**config.mk**
```make
export PLATFORM = sky130hd
export DESIGN_NAME = fpu_job_dispatcher
export DESIGN_NICKNAME = d
export VERILOG_FILES = /design/src/rtl/fpu_job_dispatcher.sv
export SDC_FILE = /design/constraint.sdc
export NUM_CORES = 1
export LEC_CHECK = 0
export BUFFER_PORTS_ARGS = -buffer_cell sky130_fd_sc_hd__buf_2
export CORE_UTILIZATION = 45
export CTS_BUF_LIST = sky130_fd_sc_hd__clkbuf_2
export CTS_CLUSTER_SIZE = 14
export DETAILED_ROUTE_END_ITERATION = 8
export GPL_ROUTABILITY_DRIVEN = 0
export HOLD_SLACK_MARGIN = 0.05
export PLACE_DENSITY = 0.67
export SKIP_CTS_REPAIR_TIMING = 1
export SYNTH_ARGS = -nofsm -noshare
export SYNTH_HDL_FRONTEND = slang
export SYNTH_SLANG_ARGS = --single-unit
```
**constraint.sdc**
```tcl
create_clock -name clock -period 4.6 [get_ports clock]
set_input_delay 0.23 -clock clock [delete_from_list [all_inputs] [get_ports clock]]
set_output_delay 0.23 -clock clock [all_outputs]
set_load 0.02 [all_outputs]
```
**src/rtl/fpu_job_dispatcher.sv**
```systemverilog
// Job FIFO plus round-robin dispatcher feeding NUM_FPU FPU channels.
// Jobs are tagged on entry, and each channel's completion is reported once, lowest channel first.
module fpu_job_dispatcher #(
  parameter int NUM_FPU  = 2,
  parameter int DEPTH    = 4,
  parameter int HANDLE_W = 32,
  parameter int TAG_W    = 8,
  localparam int CHAN_W  = (NUM_FPU > 1) ? $clog2(NUM_FPU) : 1
) (
  input  logic                         clock,
  input  logic                         reset,
  input  logic                         job_valid,
  output logic                         job_ready,
  input  logic [5:0]                   job_op,
  input  logic [HANDLE_W-1:0]          job_a,
  input  logic [HANDLE_W-1:0]          job_b,
  input  logic [HANDLE_W-1:0]          job_c,
  input  logic [HANDLE_W-1:0]          job_d,
  output logic [TAG_W-1:0]             job_tag,
  output logic [NUM_FPU-1:0]           fpu_start,
  output logic [6*NUM_FPU-1:0]         fpu_op,
  output logic [HANDLE_W*NUM_FPU-1:0]  fpu_a,
  output logic [HANDLE_W*NUM_FPU-1:0]  fpu_b,
  output logic [HANDLE_W*NUM_FPU-1:0]  fpu_c,
  output logic [HANDLE_W*NUM_FPU-1:0]  fpu_d,
  input  logic [NUM_FPU-1:0]           fpu_done,
  output logic                         done_valid,
  output logic [CHAN_W-1:0]            done_chan,
  output logic [TAG_W-1:0]             done_tag,
  output logic [NUM_FPU-1:0]           busy
);

  localparam int PTR_W = $clog2(DEPTH);
  localparam logic [PTR_W:0] FULL_COUNT = (PTR_W + 1)'(DEPTH);
  localparam logic [5:0] OP_NOOP = 6'd0;

  typedef enum logic [1:0] {IDLE = 2'd0, RUN = 2'd1, REPORT = 2'd2} chan_state_e;

  typedef struct packed {
    logic [5:0]          op;
    logic [HANDLE_W-1:0] a;
    logic [HANDLE_W-1:0] b;
    logic [HANDLE_W-1:0] c;
    logic [HANDLE_W-1:0] d;
    logic [TAG_W-1:0]    tag;
  } job_t;

  job_t              mem [DEPTH];
  job_t              head;
  logic [PTR_W-1:0]  wr_ptr, rd_ptr;
  logic [PTR_W:0]    count;
  logic [TAG_W-1:0]  tag_cnt;
  logic [CHAN_W-1:0] rr_ptr;
  chan_state_e       state [NUM_FPU];
  logic [TAG_W-1:0]  chan_tag [NUM_FPU];

  logic              push, pop;
  logic              dispatch_en;
  logic [CHAN_W-1:0] dispatch_chan;
  logic              rep_next_valid;
  logic [CHAN_W-1:0] rep_next_chan;

  assign job_ready = !reset && (count != FULL_COUNT);
  assign job_tag   = tag_cnt;
  assign push      = job_valid && job_ready && (job_op != OP_NOOP);
  assign pop       = dispatch_en;
  assign head      = mem[rd_ptr];

  always_comb begin
    for (int i = 0; i < NUM_FPU; i++) busy[i] = (state[i] != IDLE);
  end

  // Walk downward so the smallest offset from rr_ptr wins.
  always_comb begin
    // NOTE: every always_comb output gets a default first so no path can infer a latch.
    dispatch_en   = 1'b0;
    dispatch_chan = '0;
    for (int k = NUM_FPU - 1; k >= 0; k--) begin
      if (count != '0 && state[(int'(rr_ptr) + k) % NUM_FPU] == IDLE) begin
        dispatch_en   = 1'b1;
        dispatch_chan = CHAN_W'((int'(rr_ptr) + k) % NUM_FPU);
      end
    end
  end

  // Channels that will sit in REPORT next cycle; the lowest one is reported then.
  always_comb begin
    rep_next_valid = 1'b0;
    rep_next_chan  = '0;
    for (int i = NUM_FPU - 1; i >= 0; i--) begin
      if ((state[i] == REPORT && !(done_valid && done_chan == CHAN_W'(i))) ||
          (state[i] == RUN && fpu_done[i])) begin
        rep_next_valid = 1'b1;
        rep_next_chan  = CHAN_W'(i);
      end
    end
  end

  // NOTE: the FIFO storage has no reset; occupancy is tracked by count and pointers alone.
  always_ff @(posedge clock) begin
    if (push) mem[wr_ptr] <= '{op: job_op, a: job_a, b: job_b, c: job_c, d: job_d, tag: tag_cnt};
  end

  always_ff @(posedge clock) begin
    if (reset) begin
      wr_ptr     <= '0;
      rd_ptr     <= '0;
      count      <= '0;
      tag_cnt    <= '0;
      rr_ptr     <= '0;
      fpu_start  <= '0;
      fpu_op     <= '0;
      fpu_a      <= '0;
      fpu_b      <= '0;
      fpu_c      <= '0;
      fpu_d      <= '0;
      done_valid <= 1'b0;
      done_chan  <= '0;
      done_tag   <= '0;
      for (int i = 0; i < NUM_FPU; i++) begin
        state[i]    <= IDLE;
        chan_tag[i] <= '0;
      end
    end else begin
      if (push) begin
        wr_ptr  <= wr_ptr + 1'b1;
        tag_cnt <= tag_cnt + 1'b1;
      end
      if (pop) rd_ptr <= rd_ptr + 1'b1;
      count <= count + (PTR_W + 1)'(push) - (PTR_W + 1)'(pop);

      for (int i = 0; i < NUM_FPU; i++) begin
        if (state[i] == RUN && fpu_done[i])
          state[i] <= REPORT;
        else if (state[i] == REPORT && done_valid && done_chan == CHAN_W'(i))
          state[i] <= IDLE;
      end

      fpu_start <= '0;
      if (dispatch_en) begin
        state[dispatch_chan]                       <= RUN;
        chan_tag[dispatch_chan]                    <= head.tag;
        fpu_start[dispatch_chan]                   <= 1'b1;
        fpu_op[dispatch_chan*6 +: 6]               <= head.op;
        fpu_a[dispatch_chan*HANDLE_W +: HANDLE_W]  <= head.a;
        fpu_b[dispatch_chan*HANDLE_W +: HANDLE_W]  <= head.b;
        fpu_c[dispatch_chan*HANDLE_W +: HANDLE_W]  <= head.c;
        fpu_d[dispatch_chan*HANDLE_W +: HANDLE_W]  <= head.d;
        rr_ptr <= (dispatch_chan == CHAN_W'(NUM_FPU - 1)) ? '0 : dispatch_chan + CHAN_W'(1);
      end

      done_valid <= rep_next_valid;
      done_chan  <= rep_next_chan;
      done_tag   <= rep_next_valid ? chan_tag[rep_next_chan] : '0;
    end
  end

endmodule

```
==> metrics.md <==
| Metric | Value |
|---|---|
| Result of the run | completed |
| Placed Cells | 2845 |
| Startpoint Class | flip-flop |
| Worst path required time | between 5000 and 6000 ps |
| DRC viols | 0 |
| WS Path Type | reg -> reg |
| Final Slew Violations | 0 |
| Cell Area, Synth | about 31000 um^2 |
| Total core area | between 60000 and 70000 um^2 |
| DR iter-0 viols | roughly 1400 |
| Synth-to-Final Area Change | 25.42% |
| Finished Core Util | 0.5704 |
| Vias in the first global route | around 18000 |
| Critical Path Sink Type | flip-flop |
| Switch Pwr | about 8.3 mW |
| Pleak | approximately 15 nW |
| Highest clock rate | about 270 MHz |
| Post-route ant nets | 0 |
| Share of layout cells above drive strength 1 | 0.3671 |
| Vias | ~19000 |
| Die Height | about 270 um |
| Slew @ Worst Pin | between 1000 and 1500 ps |
| Total Die Area | approximately 70000 um^2 |
| Clock skew | ~130 ps |
| Nets | 2557 |
| Net Sw Frac | 0.3595 |
| Initial core utilization | 0.4548 |
| Port bufs | about 430 |
| Finished Layout Cells | ~3500 |
| First-pass GRT wire length | approximately 110000 um |
| Hold crit path type | in -> reg |
| Worst path arrival time | about 4700 ps |
| RSZ-0062 raised after global routing | false |
| Pre-antenna DRT Iters | 5 |
| Synthesized flop and latch total | between 800 and 900 |
| Total gr overflow | 0 |
| Flop pwr share | 0.463 |
| Final period utilization | 0.8190 |
| Root Buffer | clkbuf_2 |
| Internal Power | 14.83 mW |
| Avg WL per Cell | 20.94 um |
| CTS tree | built |
| Max cap viols | 0 |
| Rel. slew slack | 0.1087 |
| H-tree levels | 4 |
| Clk slew on worst S/H paths | about 120 ps |
| Ys flop type | edfxtp_1 |
| Initial antenna violation count | 5 |
| Clock period minus worst slack | roughly 3800 ps |
| Crit path max fanout | ~70 |
| Max VDD drop | 389.2 uV |
| Final setup TNS | 0 ps |
| Die X | 265.3 um |
| Detailed-placement wirelength estimate | about 43000 um |
| Cell Rows | 96 |
| Mapped Nets | ~1700 |
| Fraction of registers with async set/reset | 0 |
| Num CTS Buffers | between 200 and 250 |
| Power share of the clock group | 0.225 |
| Synth Instances | about 1600 |
| Final hold viol count | 0 |
| Gr usage total | 0.2016 |
| Logic pwr share | 0.312 |
| CTS max path bufs | 3 |
| Power per cell area | slightly below 600 nW/um^2 |
| Mean Syn Cell Area | between 15 and 20 um^2 |
| Top-Level Pins | 430 |
| Largest net degree at the start of global routing | between 200 and 250 |
| CTS Sinks | between 800 and 900 |
| Count of cell types in the netlist | 50 |
| WL final | about 74000 um |
| Average vias per placed instance | between 5 and 6 |
| Synth warnings | 0 |
| Register area share after synthesis | 0.7566 |
| Final setup fails | 0 |
| Worst-Skew Late Latency | 1360 ps |
| Number of synthesized flops with an enable pin | about 600 |
power groups by stage:
stage	Combinational, mW	Clock, mW	Sequential (mW)
2_1_floorplan	3.59	0	11.9
3_3_place_gp	6.95	0	10.8
3_5_place_dp	7.06	0	10.9
4_1_cts	7.09	5.40	10.7
5_1_grt	7.67	5.79	10.9
6_report	7.22	5.20	10.7
per-stage QoR:
step           cell area, um^2  setup slack, ps  hold slack [ps]  power (mW)
4_1_cts                  36250            809.4            -1174       23.22
6_report                 39120            832.4            225.7       23.16
2_1_floorplan            31200             1327            328.9       15.49
3_5_place_dp             34200            969.0            446.9       17.96
5_1_grt                  39120            623.3            48.09       24.34
3_3_place_gp             34200            978.2            441.7       17.78
cells by family (layout without fill, tap and decap cells):
logic type	after synthesis	count (layout)	synth area share
flip-flops	887	887	0.7566
AO/OA/AOI/OAI	310	310	0.09494
multiplexers	151	151	0.1056
buffers and inverters	140	1141	0.02178
AND/OR/NAND/NOR	93	93	0.01677
adder cells (fa/ha/maj)	8	8	0.003449
XOR/XNOR	3	3	0.0008425
other	0	4	0
cells in the final DEF (no fill, tap or decap), types with 6 or more instances in the layout:
cell type,synthesis,final
clkinv_1,0,57
o21ai_0,13,13
edfxtp_1,584,584
buf_4,7,13
buf_12,0,9
nand2_1,18,18
dfxtp_1,303,301
dlygate4sd3_1,0,286
buf_2,48,429
clkbuf_2,0,316
a32o_1,268,268
nor2_1,11,11
and2_1,17,17
inv_1,9,9
mux4_2,142,142
ha_1,7,7
nand3_1,13,13
clkinv_2,0,7
inv_6,0,6
a21oi_1,11,11
synth_stat cells (7+ instances only):
master      n  area, um^2
a21oi_1    11       55.05
buf_4       7       52.55
buf_2      48       240.2
nor2_1     11       41.29
a32o_1    268        2683
mux4_2    142        3198
and2_1     17       106.4
ha_1        7       87.58
nand3_1    13       65.06
dfxtp_1   303        6066
inv_1       9       33.78
nand2_1    18       67.56
buf_6       9       101.4
clkbuf_1   64       240.2
edfxtp_1  584       17540
o21ai_0    13       65.06
and3_1      8       50.05
critical path: stages (launching register included):
cell	delay, ps
dfxtp_1	450
nor3b_1	120
a211oi_1	990
and3_4	700
buf_4	880
state kept, by name, indices dropped and copies added, names as in the netlist, named ones only:
name / cells
rr_ptr: 1
mem: 568
done_valid: 1
chan_tag: 16
done_chan: 1
fpu_c: 64
count: 3
state: 4
job_tag: 8
wr_ptr: 2
fpu_start: 2
fpu_a: 64
rd_ptr: 2
fpu_d: 64
fpu_op: 12
done_tag: 8
fpu_b: 64
path summary, 6_finish.rpt:
| path | slack [ps] | cells past startpoint | endpoint | startpoint |
|---|---|---|---|---|
| worst min-delay path | 230 | 3 | mem[3][79] | job_b[7] |
| worst min register to register | 500 | 1 | fpu_d[14] | fpu_d[14] |
| worst max register to register | 830 | 4 | mem[2][106] | count[1] |
| worst max-delay path | 830 | 4 | mem[2][106] | count[1] |
area by class of cell:
class                           instances  area, um^2
Inverter                               11       48.80
Multi-Input combinational cell        565        6954
Clock inverter                         77       466.7
Antenna cell                            4       10.01
Timing Repair Buffer                  737        5288
Tap cell                              931        1165
Fill cell                            5333       29460
Sequential cell                       887       23610
Clock buffer                          316        1582
routing by layer:
layer	track usage	wire length, um	share of wire	vias to the layer above
li1	-	-	-	8491
met5	0	11	0.00015	-
met1	0.2468	29910	0.40	9753
met2	0.3282	37460	0.51	715
met3	0.07165	5187	0.070	104
met4	0.07608	1295	0.018	2
(Power assumes the default switching activity.)
